--- src/rtl/wide_add_seq.sv ---
// -----------------------------------------------------------------------------
// wide_add_seq -- multi-cycle wide-operand adder sequencer
//
// Computes {cout, sum} = a + b + cin over W = N*K bits. A single N-bit
// ripple-carry slice is reused once per clock. Slices are processed from the
// least significant upwards, and a carry register links each slice to the next.
//
// Ports
//   clk          in   1   clock, rising edge
//   rst_n        in   1   asynchronous active-low reset
//   start_valid  in   1   requester presents an operation on a/b/cin
//   start_ready  out  1   block can take an operation (IDLE only)
//   a, b         in   W   operands, captured on the accepting edge
//   cin          in   1   carry into slice 0, captured on the accepting edge
//   res_valid    out  1   sum/cout hold a finished result (DONE)
//   res_ready    in   1   consumer takes the result
//   sum          out  W   registered result
//   cout         out  1   registered carry out of the top slice
//   busy         out  1   operation in flight or result pending (RUN|DONE)
//
// Also contains rca_Nbit, the N-bit ripple-carry slice used by the sequencer.
// -----------------------------------------------------------------------------

// -----------------------------------------------------------------------------
// rca_Nbit -- purely combinational N-bit ripple-carry adder
//
// Ports
//   a, b   in   N   slice operands
//   cin    in   1   carry in
//   s      out  N   slice sum
//   cout   out  1   carry out of bit N-1
// -----------------------------------------------------------------------------
module rca_Nbit #(
    parameter int N = 32
) (
    input  logic [N-1:0] a,
    input  logic [N-1:0] b,
    input  logic         cin,
    output logic [N-1:0] s,
    output logic         cout
);

    logic [N-1:0] sum_s;
    logic         carry_s;

    // Bit-serial full-adder chain; carry_s is the running ripple carry.
    always_comb begin
        sum_s   = {N{1'b0}};
        carry_s = cin;
        for (int i = 0; i < N; i++) begin
            sum_s[i] = a[i] ^ b[i] ^ carry_s;
            carry_s  = (a[i] & b[i]) | (carry_s & (a[i] ^ b[i]));
        end
    end

    assign s    = sum_s;
    assign cout = carry_s;

endmodule

module wide_add_seq #(
    parameter int N = 32,
    parameter int K = 4
) (
    input  logic             clk,
    input  logic             rst_n,
    input  logic             start_valid,
    output logic             start_ready,
    input  logic [N*K-1:0]   a,
    input  logic [N*K-1:0]   b,
    input  logic             cin,
    output logic             res_valid,
    input  logic             res_ready,
    output logic [N*K-1:0]   sum,
    output logic             cout,
    output logic             busy
);

    localparam int W     = N * K;
    localparam int IDX_W = (K > 1) ? $clog2(K) : 1;
    localparam logic [IDX_W-1:0] LAST_IDX = IDX_W'(K - 1);

    typedef enum logic [1:0] {
        ST_IDLE = 2'd0,
        ST_RUN  = 2'd1,
        ST_DONE = 2'd2
    } state_t;

    state_t state_r;
    state_t state_nxt_s;

    logic [IDX_W-1:0] idx_r;
    logic             carry_r;
    logic [W-1:0]     a_reg_r;
    logic [W-1:0]     b_reg_r;
    logic [W-1:0]     sum_r;
    logic             cout_r;

    logic             accept_s;
    logic             res_take_s;
    logic             last_slice_s;
    logic [N-1:0]     a_slice_s;
    logic [N-1:0]     b_slice_s;
    logic [N-1:0]     add_sum_s;
    logic             add_cout_s;

    // Handshake outputs are decoded directly from the registered state.
    assign start_ready  = (state_r == ST_IDLE);
    assign res_valid    = (state_r == ST_DONE);
    assign busy         = (state_r == ST_RUN) || (state_r == ST_DONE);

    assign accept_s     = start_valid && start_ready;
    assign res_take_s   = res_valid && res_ready;
    assign last_slice_s = (idx_r == LAST_IDX);

    // The one shared slice always looks at the slice selected by idx_r.
    assign a_slice_s = a_reg_r[idx_r*N +: N];
    assign b_slice_s = b_reg_r[idx_r*N +: N];

    rca_Nbit #(.N(N)) u_rca (
        .a    (a_slice_s),
        .b    (b_slice_s),
        .cin  (carry_r),
        .s    (add_sum_s),
        .cout (add_cout_s)
    );

    // FSM state register.
    always_ff @(posedge clk or negedge rst_n) begin
        if (!rst_n) begin
            state_r <= ST_IDLE;
        end else begin
            state_r <= state_nxt_s;
        end
    end

    // FSM next-state logic. A start that coincides with the result handshake
    // in DONE is not seen here: it gets accepted from IDLE one cycle later.
    always_comb begin
        state_nxt_s = state_r;
        case (state_r)
            ST_IDLE: begin
                if (accept_s) begin
                    state_nxt_s = ST_RUN;
                end else begin
                    state_nxt_s = ST_IDLE;
                end
            end
            ST_RUN: begin
                if (last_slice_s) begin
                    state_nxt_s = ST_DONE;
                end else begin
                    state_nxt_s = ST_RUN;
                end
            end
            ST_DONE: begin
                if (res_take_s) begin
                    state_nxt_s = ST_IDLE;
                end else begin
                    state_nxt_s = ST_DONE;
                end
            end
            default: begin
                state_nxt_s = ST_IDLE;
            end
        endcase
    end

    // Operand capture, slice sequencing, carry chaining and result registers.
    always_ff @(posedge clk or negedge rst_n) begin
        if (!rst_n) begin
            idx_r   <= {IDX_W{1'b0}};
            carry_r <= 1'b0;
            a_reg_r <= {W{1'b0}};
            b_reg_r <= {W{1'b0}};
            sum_r   <= {W{1'b0}};
            cout_r  <= 1'b0;
        end else begin
            case (state_r)
                ST_IDLE: begin
                    if (accept_s) begin
                        a_reg_r <= a;
                        b_reg_r <= b;
                        carry_r <= cin;
                        idx_r   <= {IDX_W{1'b0}};
                        sum_r   <= {W{1'b0}};
                        cout_r  <= 1'b0;
                    end
                end
                ST_RUN: begin
                    sum_r[idx_r*N +: N] <= add_sum_s;
                    carry_r             <= add_cout_s;
                    if (last_slice_s) begin
                        cout_r <= add_cout_s;
                    end else begin
                        idx_r <= idx_r + IDX_W'(1);
                    end
                end
                ST_DONE: begin
                    // Result held; sum/cout also survive the return to IDLE.
                end
                default: begin
                    idx_r <= {IDX_W{1'b0}};
                end
            endcase
        end
    end

    assign sum  = sum_r;
    assign cout = cout_r;

endmodule

--- config.mk ---
export PLATFORM = sky130hd
export DESIGN_NAME = wide_add_seq
export DESIGN_NICKNAME = d
export VERILOG_FILES = /design/src/rtl/wide_add_seq.sv
export SDC_FILE = /design/constraint.sdc
export NUM_CORES = 1
export LEC_CHECK = 0
export BUFFER_PORTS_ARGS = -buffer_cell sky130_fd_sc_hd__buf_2
export CAP_MARGIN = 30
export CORE_UTILIZATION = 35
export CTS_CLUSTER_DIAMETER = 60
export DETAILED_ROUTE_END_ITERATION = 8
export PLACE_DENSITY_LB_ADDON = 0.12
export SYNTH_ARGS = -nofsm -noshare
export SYNTH_HDL_FRONTEND = slang
export SYNTH_SLANG_ARGS = --single-unit
--- constraint.sdc ---
create_clock -name clk -period 42.7 [get_ports clk]
set_clock_uncertainty 0.2 [all_clocks]
set_input_delay 2.135 -clock clk [delete_from_list [all_inputs] [get_ports clk]]
set_output_delay 2.135 -clock clk [all_outputs]
set_load 0.005 [all_outputs]
==> out/qor.csv, run 1 <==
stage,metric,value,unit
outcome,status,"finished, final reports clean",
logic_synthesis,avgSynthCellArea,14.67,µm²
route,vias_per_cell,5.017,
logic_synthesis,synth.distinct_cells,34,
clocking,cts_buffers,46,
global_route,grt_overflow_total,0,
pwr,vdd_ir_drop_max,0.05501,mV
sta,period_share,35.09,%
logic_synthesis,synthSimpleGateAreaFrac,1.648,%
clocking,cts_root_buffer,clkbuf_16,
clocking,clk_pin_slew,0.06,ns
logic_synthesis,yosys_register_bits,390,
flow_run,cap_violations,0,
clocking,ctsHtreeMaxLevel,2,
pwr,clkPwrFrac,20.1,%
route,drc_errors,0,
clocking,clock_latency,0.57,ns
worst_setup_path,r2r.worst_path.cells,40,
worst_setup_path,crit_fanout,31,
pwr,net-switching-power,0.7884,mW
min_path,hold_depth,1,
sta,max_freq,66.73,MHz
pwr,p_int,1.142,mW
route,route.antenna.remaining_nets,0,
die,rows,81,
worst_setup_path,crit_path_frequent_cell,fa_1,
route,wl_per_cell,22.62,µm
sta,slew_viol_final,0,
sta,rsz0062_at_grt,false,
min_path,hp-class,reg -> reg,
worst_setup_path,r2r-end,sum[31],
sta,timing_hold_violations_final,0,
sta,final.setup.tns,0,ns
logic_synthesis,syn_inst,1201,
die,die_w,226.4,µm
logic_synthesis,synthFlopType,dfrtp_1,
global_route,grt_max_degree,116,
global_route,antenna_found_initial,31,
worst_setup_path,crit_end,sum[31],
global_route,grt_pass1_vias,12024,
logic_synthesis,synthMuxAreaShare,26.78,%
worst_setup_path,cp_data_required_time,42.95,ns
pwr,power.total,1.931,mW
global_route,grt_use_total,20.27,%
die,ios,393,
global_route,grt_first_pass_wirelength,76.89,mm
worst_setup_path,critPathMaxStageDelay,0.61,ns
cells_and_area,nNetsFinal,1874,
worst_setup_path,ff2ff_setup_slack,27.72,ns
place,hpwl,36.90,mm
pwr,combinationalPowerShare,49.6,%
pwr,swShare,40.83,%
cells_and_area,drive_above_1_share,53.92,%
logic_synthesis,synth_area,17620,µm²
logic_synthesis,synthAdderAreaFrac,4.205,%
die,dieArea,51230,µm²
worst_setup_path,cp.arrival,15.23,ns
worst_setup_path,rr_startpoint,idx_r[0],
logic_synthesis,yosysWarnings,0,
die,core,49250,µm²
place,place_congestion,0.7722,
pwr,powerDensity,88.93,nW/µm²
logic_synthesis,synthArstFlopShare,100.0,%
route,dr.pass1.iters,5,
sta,setup_viol,0,
route,vias,11458,
clocking,clock_sinks,390,
worst_setup_path,cp-startpoint,idx_r[0],
clocking,cts_hold_buffers,0,
logic_synthesis,synth_top_family_by_area,multiplexers,
cells_and_area,area_growth,23.25,%
worst_setup_path,path_class,reg -> reg,
pwr,seq_power_share,30.3,%
sta,max_slew_margin,37.07,%
pwr,p_leak,10.22,nW
clocking,clk_path_buf_depth,3,
sta,min_period,14.99,ns
clocking,cts.repair.resized,0,
logic_synthesis,synth_nets,1502,
clocking,cts_tree,yes,
die,die_h,226.4,µm
worst_setup_path,worst_setup_path_start_kind,register,
sta,worstMarginPinSlew,0.9440,ns
route,first_iter_violations,627,
logic_synthesis,ys_seq_area_share,55.40,%
logic_synthesis,synth_compound_area_share,7.649,%
worst_setup_path,cp_slowest_cell,dfrtp_4,
route,drt-total-wl,51.67,mm
die,initial_utilization,35.77,%
worst_setup_path,endpoint_kind,register,
clocking,cts_setup_buffers,0,
logic_synthesis,synthXorXnorAreaFrac,0,%
place,portBuffers,392,
logic_synthesis,synth-edff-count,0,
-- through the flow --
stage / hold slack [ns] / worst slack (ns) / cells / util [%] / instance area (µm²)
final: 0.2864 / 27.72 / 2284 / 44.08 / 21710
after global routing: 0.3051 / 27.15 / 2277 / 44.05 / 21700
after CTS: 0.2907 / 27.60 / 2268 / 43.90 / 21620
after global placement: 0.2631 / 27.76 / 2186 / 40.80 / 20090
after floorplan: 0.2739 / 28.83 / 1201 / - / 17620
after detailed placement: 0.2780 / 27.63 / 2187 / 40.85 / 20120
-- state kept, by name (all words and copies together) (netlist names) --
register / count
a_reg_r: 128
b_reg_r: 128
carry_r: 1
cout: 1
idx_r: 2
state_r: 2
sum: 128
-- cell type report --
class                   instances  area (µm²)
fillers                      4641       27540
flip-flops and latches        390        9767
multi-input cells             650        7119
repair buffers                413        2190
clock buffers                  69        1399
well taps                     664       830.8
inverters                      72       270.3
clock inverters                12       102.6
diodes                         14       35.03
-- worst min path at each step --
stage	start	end	slack [ns]
after floorplan	a_reg_r[64]	a_reg_r[64]	0.27
after global placement	sum[10]	sum[10]	0.26
after detailed placement	sum[10]	sum[10]	0.28
after CTS	sum[10]	sum[10]	0.29
after global routing	sum[10]	sum[10]	0.31
final	sum[10]	sum[10]	0.29
-- routing by layer --
layer  vias up  routed length, µm  track usage, %
met3        86               3545           5.585
met2       337              23360           30.20
met4        22               1032           5.754
li1       5113                  -               -
met5         -                140               0
met1      5900              23600           28.79
-- cell usage in the layout, fill, tap and decap left out, types with 2 or more instances in the layout --
cell type  instances
a21oi_1            3
o21ai_1            6
diode_2           14
nor2_1            34
fa_1              32
dfrtp_4            2
buf_2            391
mux4_2            64
inv_1             72
and2b_1            2
clkbuf_1           8
ha_1               8
nand2b_1           4
clkinv_4           3
clkbuf_8          14
clkbuf_16         47
buf_4             18
a211o_1            2
clkinv_2           6
dfrtp_1          388
a32o_1             2
nand2_1            3
mux2_2           288
o31ai_1           81
buf_16             3
o31ai_2           15
o21ai_0           92
-- power by group through the flow --
stage                     clock (mW)  sequential [mW]  combinational [mW]
after detailed placement           0            0.592               0.973
final                          0.388            0.585               0.958
after CTS                      0.402            0.585               0.974
after global placement             0            0.587               0.962
after floorplan                    0            0.559               0.638
after global routing           0.416            0.603                1.04
-- cells in the mapped netlist, drive strengths merged, types with 3 or more instances --
cell	count	area, µm²
a21oi	4	23.77
and2b	3	23.77
buf	64	396.6
clkbuf	25	93.84
dfrtp	390	9759
fa	32	640.6
ha	8	100.1
inv	72	270.3
mux2	289	3254
mux4	64	1441
nand2	4	15.01
nand2b	5	33.78
nor2	34	127.6
o21ai	98	490.5
o31ai	96	795.8
-- logic make-up after synthesis --
logic type	Yosys count
AOI/OAI and AO/OA	202
adders and majority gates	40
buffers and inverters	161
DFF	390
muxes	354
and+or+nand+nor	54
-- critical path: cells and delay by family, from the launching register on --
family / cells / cell delay (ns)
adders and majority gates: 31 / 12.33
buffers and inverters: 6 / 0.99
DFF: 1 / 0.61
muxes: 2 / 0.61
and+or+nand+nor: 1 / 0.06
(Power assumes the default switching activity.)
==> inputs of run 2 (changes only) <==
clock period = 14.35 ns   (was 42.7 ns; I/O delays follow)
==> run 2 against run 1 <==
The flow now finishes with violations (hold timing). First-iteration DRC count increased by 28%. Non-clock buffer count grew 5. Final cell count grew 0.39%. Fmax grew 8.1%. Utilization is 0.44 points higher. Worst setup slack got worse by 27 ns. Worst hold slack got worse by 0.29 ns. Clock power rose to 3.2 times the previous value. Count of clock-buffer cells in the layout grew 3. Sequential power rose to 3.0 times the previous value. Critical path depth is the same. Largest cell class unchanged. Largest power group unchanged.
==> out/qor.csv, run 2 (same netlist as run 1, synthesis figures left out) <==
stage,metric,value,unit
pwr,powerDensity,269.6,nW/µm²
route,vias_per_cell,4.989,
route,drc_errors,0,
pwr,clkPwrFrac,21.3,%
sta,max_freq,72.16,MHz
sta,slew_viol_final,0,
cells_and_area,mostFrequentLayoutCells,"buf_2 (391), dfrtp_1 (388), mux2_2 (288)",
cells_and_area,drive_above_1_share,54.65,%
outcome,status,finished with violations,
pwr,seq_power_share,29.2,%
place,place_ws,-0.2294,ns
die,ios,393,
pwr,p_int,3.570,mW
clocking,clk_pin_slew,0.06,ns
route,first_iter_violations,804,
worst_setup_path,rr_startpoint,idx_r[0],
worst_setup_path,cp_slowest_cell,dfrtp_4,
global_route,grt_overflow_total,0,
cells_and_area,area_growth,24.49,%
global_route,grt_pass1_vias,12129,
pwr,combinationalPowerShare,49.5,%
die,die_h,226.4,µm
cells_and_area,mostFrequentLayoutCell,buf_2,
cells_and_area,fin_cells,2293,
clocking,clock_latency,0.57,ns
pwr,p_leak,10.30,nW
worst_setup_path,crit_fanout,4,
worst_setup_path,critPathMaxStageDelay,0.51,ns
cells_and_area,nNetsFinal,1879,
global_route,grt_util_met3,5.676,%
die,rows,81,
cells_and_area,nFillCells,4643,
clocking,cts_buffers,46,
pwr,net-switching-power,2.343,mW
sta,rsz0062_at_grt,false,
sta,worstMarginPinSlew,0.9711,ns
clocking,cts_root_buffer,clkbuf_16,
route,drt-total-wl,51.93,mm
global_route,grt_max_degree,132,
clocking,clock_sinks,390,
cells_and_area,fin_area,21930,µm²
global_route,top_usage_layer,met2,
die,initial_utilization,35.77,%
global_route,grt_use_total,20.42,%
route,wl_per_cell,22.65,µm
place,hpwl,36.93,mm
place,dpl_cell_area,20200,µm²
worst_setup_path,cp_data_required_time,14.61,ns
global_route,use_met2,30.95,%
worst_setup_path,cp.arrival,14.12,ns
sta,min_period,13.86,ns
place,dp_cells,2193,
route,route.antenna.remaining_nets,0,
worst_setup_path,path_class,reg -> reg,
die,dieArea,51230,µm²
worst_setup_path,crit_buf_inv,5,
flow_run,cap_violations,0,
sta,period_share,96.57,%
sta,timing_hold_violations_final,1,
die,die_w,226.4,µm
global_route,use_met1,28.30,%
sta,final.setup.tns,0,ns
clocking,cts_tree,yes,
route,dr.pass1.iters,5,
place,portBuffers,392,
worst_setup_path,worst_setup_path_start_kind,register,
place,place_congestion,0.7761,
sta,holdWs,-0.005947,ns
outcome,violations,hold timing,
sta,worst_slack,0.4924,ns
clocking,ctsHtreeMaxLevel,2,
die,core,49250,µm²
worst_setup_path,cp-startpoint,idx_r[0],
min_path,hp-class,in -> async,
pwr,vdd_ir_drop_max,0.1405,mV
clocking,clk_path_buf_depth,3,
sta,setup_viol,0,
worst_setup_path,path_delay_family,adder cells,
global_route,antenna_found_initial,33,
worst_setup_path,endpoint_kind,register,
worst_setup_path,crit_path_frequent_cell,fa_1,
route,vias,11439,
sta,max_slew_margin,35.26,%
pwr,swShare,39.62,%
clocking,cts_hold_buffers,0,
global_route,grt_first_pass_wirelength,77.32,mm
[run 2: cell count changes in the layout (fill, tap and decap cells not counted), moves of 2 or more]
cell       before  now
fa_1           32   20
clkinv_4        3    0
clkbuf_16      47   49
clkbuf_1        8   12
buf_4          18   22
clkbuf_8       14   11
bufinv_16       1    6
fa_2            0   12
[run 2: through the flow]
step,utilization [%],hold WS [ns],power (mW)
2_1_floorplan,-,0.2219,3.560
3_3_place_gp,40.90,0.2659,4.617
3_5_place_dp,41.01,0.2744,4.683
4_1_cts,44.35,0.07087,5.980
5_1_grt,44.50,0.09887,6.320
6_report,44.53,-0.005947,5.912
[run 2: timing repair]
| item | 4_1_cts | 5_1_grt |
|---|---|---|
| setup buffers | 0 | 0 |
| pin swaps | 0 | 2 |
| endpoints found under the setup margin | 4 | 6 |
| gates cloned | 0 | 0 |
| resized for setup | 4 | 8 |
[run 2: metal layers]
metal	vias up	part of all wire, %
li1	5137	-
met1	5882	46
met2	308	46
met3	86	6.4
met4	26	2.1
met5	-	0.29
[run 2: final timing paths]
path / to / slack [ns] / cells past startpoint
setup / recovery: sum[31] / 0.49 / 40
hold / removal: sum[115] / -0.006 / 1
setup reg to reg: sum[31] / 0.49 / 40
hold reg to reg: sum[10] / 0.28 / 1
max in group asynchronous: sum[92] / 11.76 / 3
min in group clk: b_reg_r[123] / 0.17 / 2
[run 2: final cells by class]
class	instances	area (µm²)	area share [%]
flip-flops and latches	390	9767	44.53
diodes	15	37.54	0.1712
inverters	72	270.3	1.232
clock inverters	12	214.0	0.9756
clock buffers	72	1423	6.487
well taps	664	830.8	3.788
repair buffers	418	2240	10.21
multi-input cells	650	7149	32.60
[run 2: power by group through the flow]
stage / Sequential, mW / Combinational [mW] / Clock (mW)
global route: 1.78 / 3.21 / 1.33
floorplan: 1.66 / 1.90 / 0
detailed placement: 1.75 / 2.94 / 0
finish: 1.73 / 2.93 / 1.26
global placement: 1.73 / 2.89 / 0
CTS: 1.73 / 2.96 / 1.29
